===== src/rtl/cpu_defs_pkg.sv =====
// Shared RV32I definitions used by the memory stage: opcodes, access sizes,
// fault codes and the memory-access state encoding.
package cpu_defs_pkg;

  localparam int unsigned XLEN = 32;

  localparam logic [6:0] OPC_LOAD  = 7'b0000011;
  localparam logic [6:0] OPC_STORE = 7'b0100011;

  localparam logic [1:0] SIZE_BYTE = 2'b00;
  localparam logic [1:0] SIZE_HALF = 2'b01;
  localparam logic [1:0] SIZE_WORD = 2'b10;

  localparam logic [1:0] FC_NONE           = 2'd0;
  localparam logic [1:0] FC_LOAD_MISALIGN  = 2'd1;
  localparam logic [1:0] FC_STORE_MISALIGN = 2'd2;
  localparam logic [1:0] FC_TIMEOUT        = 2'd3;

  typedef enum logic {
    IDLE = 1'b0,
    WAIT = 1'b1
  } mem_state_t;

endpackage


===== src/rtl/load_align.sv =====
// Picks the addressed byte/half lane out of a read word and sign- or
// zero-extends it to XLEN bits.
module load_align (
  input  logic [1:0]  addr_lo,
  input  logic [1:0]  size,
  input  logic        is_unsigned,
  input  logic [31:0] rdata,
  output logic [31:0] result
);
  import cpu_defs_pkg::*;

  logic [7:0]  byte_lane;
  logic [15:0] half_lane;

  always_comb begin
    byte_lane = rdata[{addr_lo, 3'b000} +: 8];
    half_lane = addr_lo[1] ? rdata[31:16] : rdata[15:0];
    result    = rdata;
    case (size)
      SIZE_BYTE: result = is_unsigned ? {24'h0, byte_lane}
                                      : {{24{byte_lane[7]}}, byte_lane};
      SIZE_HALF: result = is_unsigned ? {16'h0, half_lane}
                                      : {{16{half_lane[15]}}, half_lane};
      default:   result = rdata;
    endcase
  end

endmodule


===== src/rtl/mem_access_stage.sv =====
// RV32I MEM stage: drives the data-memory port for loads/stores, stalls the
// front of the pipe while the access is outstanding and flags faults.
module mem_access_stage
  import cpu_defs_pkg::*;
#(
  parameter int unsigned TIMEOUT = 16,
  parameter int unsigned CNT_W   = 5
) (
  input  logic        clk,
  input  logic        rst,
  input  logic [31:0] MEM_inst,
  input  logic [31:0] MEM_alu_result,
  input  logic [31:0] MEM_rs2_data,
  input  logic        MEM_reg_wen_in,
  output logic [31:0] MEM_i_data,
  output logic        MEM_reg_wen,
  output logic        stall,
  output logic        mem_fault,
  output logic [1:0]  fault_cause,
  output logic        dmem_req,
  output logic        dmem_we,
  output logic [31:0] dmem_addr,
  output logic [31:0] dmem_wdata,
  output logic [3:0]  dmem_wstrb,
  input  logic        dmem_ack,
  input  logic [31:0] dmem_rdata
);

  // Last WAIT count at which an ack is still accepted; bounds total stall to TIMEOUT cycles.
  localparam logic [CNT_W-1:0] CNT_LAST = CNT_W'(TIMEOUT - 2);

  mem_state_t       state, state_next;
  logic [CNT_W-1:0] cnt, cnt_next;
  logic             fault_set;
  logic [1:0]       fault_code;

  logic [6:0]  opcode;
  logic [2:0]  funct3;
  logic [1:0]  size;
  logic [1:0]  addr_lo;
  logic        is_load, is_store, is_mem, misaligned, squash;
  logic [31:0] load_data;
  logic        unused_inst;

  assign opcode      = MEM_inst[6:0];
  assign funct3      = MEM_inst[14:12];
  assign size        = funct3[1:0];
  assign addr_lo     = MEM_alu_result[1:0];
  assign is_load     = (opcode == OPC_LOAD);
  assign is_store    = (opcode == OPC_STORE);
  assign is_mem      = is_load || is_store;
  assign unused_inst = ^{MEM_inst[31:15], MEM_inst[11:7]};

  // The instruction that just timed out is still frozen in MEM; let it drain without re-requesting.
  assign squash = mem_fault && (fault_cause == FC_TIMEOUT);

  always_comb begin
    case (size)
      SIZE_BYTE: misaligned = 1'b0;
      SIZE_HALF: misaligned = addr_lo[0];
      SIZE_WORD: misaligned = (addr_lo != 2'b00);
      default:   misaligned = 1'b1;
    endcase
  end

  load_align u_load_align (
    .addr_lo     (addr_lo),
    .size        (size),
    .is_unsigned (funct3[2]),
    .rdata       (dmem_rdata),
    .result      (load_data)
  );

  // Store lane placement and word-aligned address.
  always_comb begin
    dmem_addr  = {MEM_alu_result[31:2], 2'b00};
    dmem_wdata = MEM_rs2_data;
    dmem_wstrb = 4'b0000;
    if (is_store) begin
      case (size)
        SIZE_BYTE: begin
          dmem_wdata = {4{MEM_rs2_data[7:0]}};
          dmem_wstrb = 4'b0001 << addr_lo;
        end
        SIZE_HALF: begin
          dmem_wdata = {2{MEM_rs2_data[15:0]}};
          dmem_wstrb = 4'b0011 << addr_lo;
        end
        default: begin
          dmem_wdata = MEM_rs2_data;
          dmem_wstrb = 4'b1111;
        end
      endcase
    end
  end

  always_ff @(posedge clk) begin
    if (rst) begin
      state       <= IDLE;
      cnt         <= '0;
      mem_fault   <= 1'b0;
      fault_cause <= FC_NONE;
    end else begin
      state       <= state_next;
      cnt         <= cnt_next;
      mem_fault   <= fault_set;
      fault_cause <= fault_set ? fault_code : FC_NONE;
    end
  end

  always_comb begin
    state_next  = state;
    cnt_next    = cnt;
    fault_set   = 1'b0;
    fault_code  = FC_NONE;
    MEM_i_data  = MEM_alu_result;
    MEM_reg_wen = MEM_reg_wen_in;
    stall       = 1'b0;
    dmem_req    = 1'b0;

    case (state)
      IDLE: begin
        if (squash) begin
          MEM_reg_wen = 1'b0;
        end else if (is_mem && misaligned) begin
          MEM_reg_wen = 1'b0;
          fault_set   = 1'b1;
          fault_code  = is_load ? FC_LOAD_MISALIGN : FC_STORE_MISALIGN;
        end else if (is_mem) begin
          dmem_req = 1'b1;
          if (dmem_ack) begin
            if (is_load) MEM_i_data = load_data;
            else         MEM_reg_wen = 1'b0;
          end else begin
            stall       = 1'b1;
            MEM_reg_wen = 1'b0;
            cnt_next    = '0;
            state_next  = WAIT;
          end
        end
      end

      WAIT: begin
        dmem_req = 1'b1;
        cnt_next = cnt + CNT_W'(1);
        if (dmem_ack) begin
          state_next = IDLE;
          if (is_load) MEM_i_data = load_data;
          else         MEM_reg_wen = 1'b0;
        end else begin
          stall       = 1'b1;
          MEM_reg_wen = 1'b0;
          if (cnt == CNT_LAST) begin
            fault_set  = 1'b1;
            fault_code = FC_TIMEOUT;
            state_next = IDLE;
          end
        end
      end

      default: state_next = IDLE;
    endcase

    if (rst) begin
      stall       = 1'b0;
      dmem_req    = 1'b0;
      MEM_reg_wen = 1'b0;
      fault_set   = 1'b0;
    end
  end

  assign dmem_we = is_store && dmem_req;

endmodule


===== config.mk =====
export PLATFORM = sky130hd
export DESIGN_NAME = mem_access_stage
export DESIGN_NICKNAME = d
export VERILOG_FILES = /design/src/rtl/cpu_defs_pkg.sv /design/src/rtl/load_align.sv /design/src/rtl/mem_access_stage.sv
export SDC_FILE = /design/constraint.sdc
export NUM_CORES = 1
export LEC_CHECK = 0
export BUFFER_PORTS_ARGS = -buffer_cell sky130_fd_sc_hd__buf_2
export CORE_AREA = 2 2 92 94
export DETAILED_ROUTE_END_ITERATION = 12
export DIE_AREA = 0 0 94 96
export GPL_TIMING_DRIVEN = 0
export PLACE_DENSITY = 0.67
export SLEW_MARGIN = 25
export SYNTH_ARGS = -nofsm -noshare
export SYNTH_HDL_FRONTEND = slang
export SYNTH_SLANG_ARGS = --single-unit
export TNS_END_PERCENT = 5

===== constraint.sdc =====
create_clock -name clk -period 3.7 [get_ports clk]
set_input_delay 0.555 -clock clk [delete_from_list [all_inputs] [get_ports clk]]
set_output_delay 0.555 -clock clk [all_outputs]
set_load 0.01 [all_outputs]

# Word level (Yosys, flattened, before mapping)
# Index checks and enable logic that the tools add are counted.
# op_classes
order_cmp	0
multipliers	0
bitwise	2
eq_ne	10
shifts	3
n_mux	53
div_mod_pow	0
addsub	1
n_reduce_logical	8
# op_table
operator	count
32-bit two-way mux	8
32-bit case mux with 2 select lines	3
32-bit by 6-bit indexed part select with 8-bit output	1
1-bit two-way mux	22
5-bit two-way mux	4
16-bit two-way mux	1
2-bit two-way mux	5
1-bit case mux with 2 select lines	5
5-bit case mux with 2 select lines	1
2-bit != test, second input constant	4
4-bit case mux with 2 select lines	1
7-bit by 2-bit equality test with 1-bit output, second input constant	1
7-bit by 6-bit equality test with 1-bit output, second input constant	1
5-bit by 1-bit adder with 5-bit output, second input constant	1
5-bit by 4-bit equality test with 1-bit output, second input constant	1
2-bit equality test, second input constant	2
4-bit two-way mux	1
2-bit case mux with 2 select lines	1
4-bit AND reduction	1
1-bit by 2-bit left shift with 4-bit output, first input constant	1
2-bit by 2-bit left shift with 4-bit output, first input constant	1
1-bit logical AND	3
1-bit case mux with 3 select lines	1
2-bit by 1-bit equality test with 1-bit output, second input constant	1
other kinds (5)	6
# totals
mem_count	0
ff_bits	9
latch_bits	0
ramBits	0
out_inout_bits	107
romBits	0
wordCells	81

# Longest topological paths before layout
# logic_depth
word_depth	9
mapped_depth	7
depth_no_buf	7

# Cells and area by module
# A second synthesis with hierarchy kept.
# hier_totals
cells_unflattened	321
area_unflattened_um2	2358.5
# by_module_without_submodules
mod	area_each_um2	n_inst	cells_per_inst	seq_area_each_um2
mem_access_stage	1664.1	1	199	180.2
load_align	694.4	1	122	0.0

# Least setup slack after synthesis
# Ideal clock, no wire load.
# synth_timing
kind	input port to output port
startpoint	input MEM_inst[3]
endpoint	output dmem_wdata[24]
arrival_time_ns	1.961
setup_slack_ns	1.184
path_buffers	2
t_required_ns	3.145
stages	7
path_cell_list	nor4_2 > and3_1 > buf_2 > nand2_2 > nor2_4 > buf_4 > mux2_1
# synth_via
elab_chain_len	2
# synth_rtl
element	line	text
start: declaration	mem_access_stage.sv:11	input logic [31:0] MEM_inst,
7-bit by 6-bit equality test with 1-bit output	mem_access_stage.sv:50	assign is_store = (opcode == OPC_STORE);
32-bit two-way mux	mem_access_stage.sv:79	if (is_store) begin
end: declaration	mem_access_stage.sv:23	output logic [31:0] dmem_wdata,
# Every way passes these cells.

# Final worst setup path
# layout_timing
startpoint	input MEM_inst[3]
endpoint	output MEM_i_data[25]
# layout_via
elab_chain_len	7
elab_cells_between_ends	10
# layout_rtl
element	line	text
7-bit by 2-bit equality test with 1-bit output	mem_access_stage.sv:49	assign is_load = (opcode == OPC_LOAD);
32-bit two-way mux	mem_access_stage.sv:132, mem_access_stage.sv:148	
32-bit two-way mux	mem_access_stage.sv:131, mem_access_stage.sv:146	
32-bit two-way mux	mem_access_stage.sv:129	end else if (is_mem) begin
32-bit two-way mux	mem_access_stage.sv:125	end else if (is_mem && misaligned) begin
32-bit two-way mux	mem_access_stage.sv:123	if (squash) begin
32-bit case mux with 2 select lines *	mem_access_stage.sv:121	case (state)
end: declaration	mem_access_stage.sv:15	output logic [31:0] MEM_i_data,
# Every way passes the cells marked *; elsewhere a longest branch is shown, timed or not.

==> flow_metrics.tcl <==
set metrics [dict create \
    synth_top_family_by_area "multiplexers" \
    fill_cells 873 \
    synth_cell_type_count 48 \
    crit_arrival_ns 2.58 \
    dr.pass1.iters 4 \
    ys_async_sr_fraction 0 \
    fin_area_um2 3500 \
    hold_viol 0 \
    worstSetupStartpointType "input pin" \
    rows 33 \
    peakVddDrop_mv 0.147 \
    num_io_pins 239 \
    netlist_area_um2 2260 \
    drive_gt1_frac 0.575 \
    power_density_nw_per_um2 156 \
    synth.largest_area_cell "mux2_2" \
    path_cells "buf_2 -> nor4_2 -> nand3_1 -> nor4_4 -> buf_2 -> nor2_1 -> a31oi_1 -> buf_2" \
    synth_fa_ha_area_frac 0.0111 \
    root_buffer "clkbuf_8" \
    grt_max_degree 11 \
    synth-simple-area-share 0.222 \
    cts_setup_buffers 0 \
    cp_max_fo 10 \
    ant_nets 0 \
    vias 3185 \
    cap_viol_max_count 0 \
    grt.total_usage 0.178 \
    wl_met1_mm 3.43 \
    n_antenna_cell 0 \
    synth_compound_area_frac 0.235 \
    synth_edf_count 0 \
    routed-wl-met2_mm 4.62 \
    skew_ns 0.00309 \
    wl_mm 8.86 \
    synth_top_area_share 0.189 \
    cp_top_family "simple AND/OR/NAND/NOR gates" \
    top_layer_used "met4" \
    fin_tns_setup_ns 0 \
    wl_per_cell_um 13.7 \
    overflow 0 \
    placedInstanceArea_um2 3460 \
    wl_met3_um 692 \
    cts.sinks 9 \
    synth_seq_area_share 0.0796 \
    ys_warn_count 0 \
    cts_tree "built" \
    vias_per_cell 4.92 \
    end_kind "primary output" \
    cts-buffers-inserted 3 \
    synth_mux_area_frac 0.249 \
    netlist_top_cells_area "mux2_2 (19%), buf_4 (14%), dfxtp_1 (8.0%)" \
    start_util 0.281 \
    cp_common_cell "buf_2" \
    grt_pass1_vias 2868 \
    critical_path_class "in -> out" \
    yosys.cell_count.top_type "nor2_1" \
    yosys_register_bits 9 \
    rsz0062_at_grt "no" \
    core_um2 8050 \
    cp.required_ns 3.14 \
    ctsHoldBuffers 0 \
    synthFlopType "dfxtp_1" \
    yosys.area_share.xor_xnor 0.00774 \
    insertion_delay_ns 0.24 \
    netlist_top_cells_count "nor2_1 (47), buf_4 (41), mux2_2 (38)" \
    p_leak_nw 1.86 \
    fin_crit_sh 0.848 \
    worst_pin_slew_ns 0.614 \
    clk_pin_slew_worst_paths_ns 0.04 \
    path_buf_inv 3 \
    crit_slowest_cell "nor4_4" \
    cts.path.max_buffers 2 \
    die_h_um 96 \
    min_path_type "reg -> reg" \
    status "complete, no violations" \
    critPathMaxStageDelay_ns 0.64 \
    antenna_found_initial 0 \
    fmax_mhz 319 \
    drt_iter0_markers 83 \
    globalplace.congestion 0.905 \
    htreeDepth 1 \
    area_delta_synth_final_pct 54.9 \
    numPortBuffers 212 \
    fin_nets 678 \
    drcViolationCount 0 \
    final-setup-viol-count 0 \
    syn_inst 326 \
    hpwl_mm 7.78 \
    dieWidth_um 94 \
    fp.dieArea_um2 9020 \
    slew_headroom 0.588 \
    final_max_slew_viol_count 0 \
    synth.avg_cell_area_um2 6.94 \
    cts.repair.resized 0 \
    layout_min_cycle_time_ns 3.14 \
    grt_pass1_wl_mm 13.1 \
]
==> cell type report <==
type	count	area, um^2	share of cell area
buffer	63	403	0.115
clock buffer	3	41.3	0.0118
clock inverter	1	5.00	0.00143
inverter	9	33.8	0.00964
multi-input combinational	246	1650	0.471
sequential	9	180	0.0514
tap	105	131	0.0375
timing repair buffer	212	1060	0.303
==> worst min-delay path, delay by kind of cell, from the launching register on <==
| kind | cells | cell delay (ns) |
|---|---|---|
| flip-flops | 1 | 0.31 |
| AND/OR/NAND/NOR | 1 | 0.05 |
| AO/OA/AOI/OAI | 1 | 0.06 |
==> routing by layer <==
metal | up-vias | global-route usage
li1 | 1567 | -
met1 | 1433 | 0.197
met2 | 173 | 0.362
met3 | 12 | 0.0164
met4 | 0 | 0.0459
met5 | - | 0
==> power by group <==
part | switching (mW) | leakage (nW) | internal, mW
Sequential | 0.000175 | 0.0725 | 0.0975
Combinational | 0.165 | 1.77 | 0.169
Clock | 0.0407 | 0.0255 | 0.0735
Total | 0.206 | 1.86 | 0.340
==> kinds of logic after synthesis <==
family                   Yosys count
adder cells (fa/ha/maj)            2
flip-flops                         9
XOR/XNOR                           2
multiplexers                      50
AO/OA/AOI/OAI                     82
AND/OR/NAND/NOR                  108
buffers and inverters             72
other                              1
==> layout by cell type, fill, tap and decap left out, drive strengths merged, types with 3 or more instances in the layout <==
master and instances:
a31oi 18, nor2 48, clkbuf 14, inv 9, nand2 30, nand4 3, o21ai 4, nand3 5
a2bb2oi 6, dfxtp 9, mux2 41, and3 7, a22oi 6, mux2i 8, nor3 4, buf 264
a21oi 30
==> stage by stage <==
stage	total power [mW]	setup slack, ns	hold slack [ns]	std cells	util
2_1_floorplan	0.282	1.18	0.445	327	-
5_1_grt	0.587	0.370	0.505	648	0.435
4_1_cts	0.550	0.566	0.472	648	0.435
3_3_place_gp	0.430	0.621	0.456	644	0.430
6_report	0.546	0.563	0.469	648	0.435
3_5_place_dp	0.434	0.567	0.466	644	0.430
==> final timing paths <==
check,from,endpoint,slack [ns],depth (start not counted)
hold / removal,cnt[4],cnt[4],0.47,2
setup / recovery,MEM_inst[3],MEM_i_data[25],0.56,8
setup reg to reg,state,fault_cause[0],2.27,6
hold reg to reg,cnt[4],cnt[4],0.47,2
==> flip-flops by register name (all words and copies together), names as in the netlist <==
name / cells
cnt: 5
fault_cause: 2
state: 1
mem_fault: 1
(Power assumes the default switching activity.)
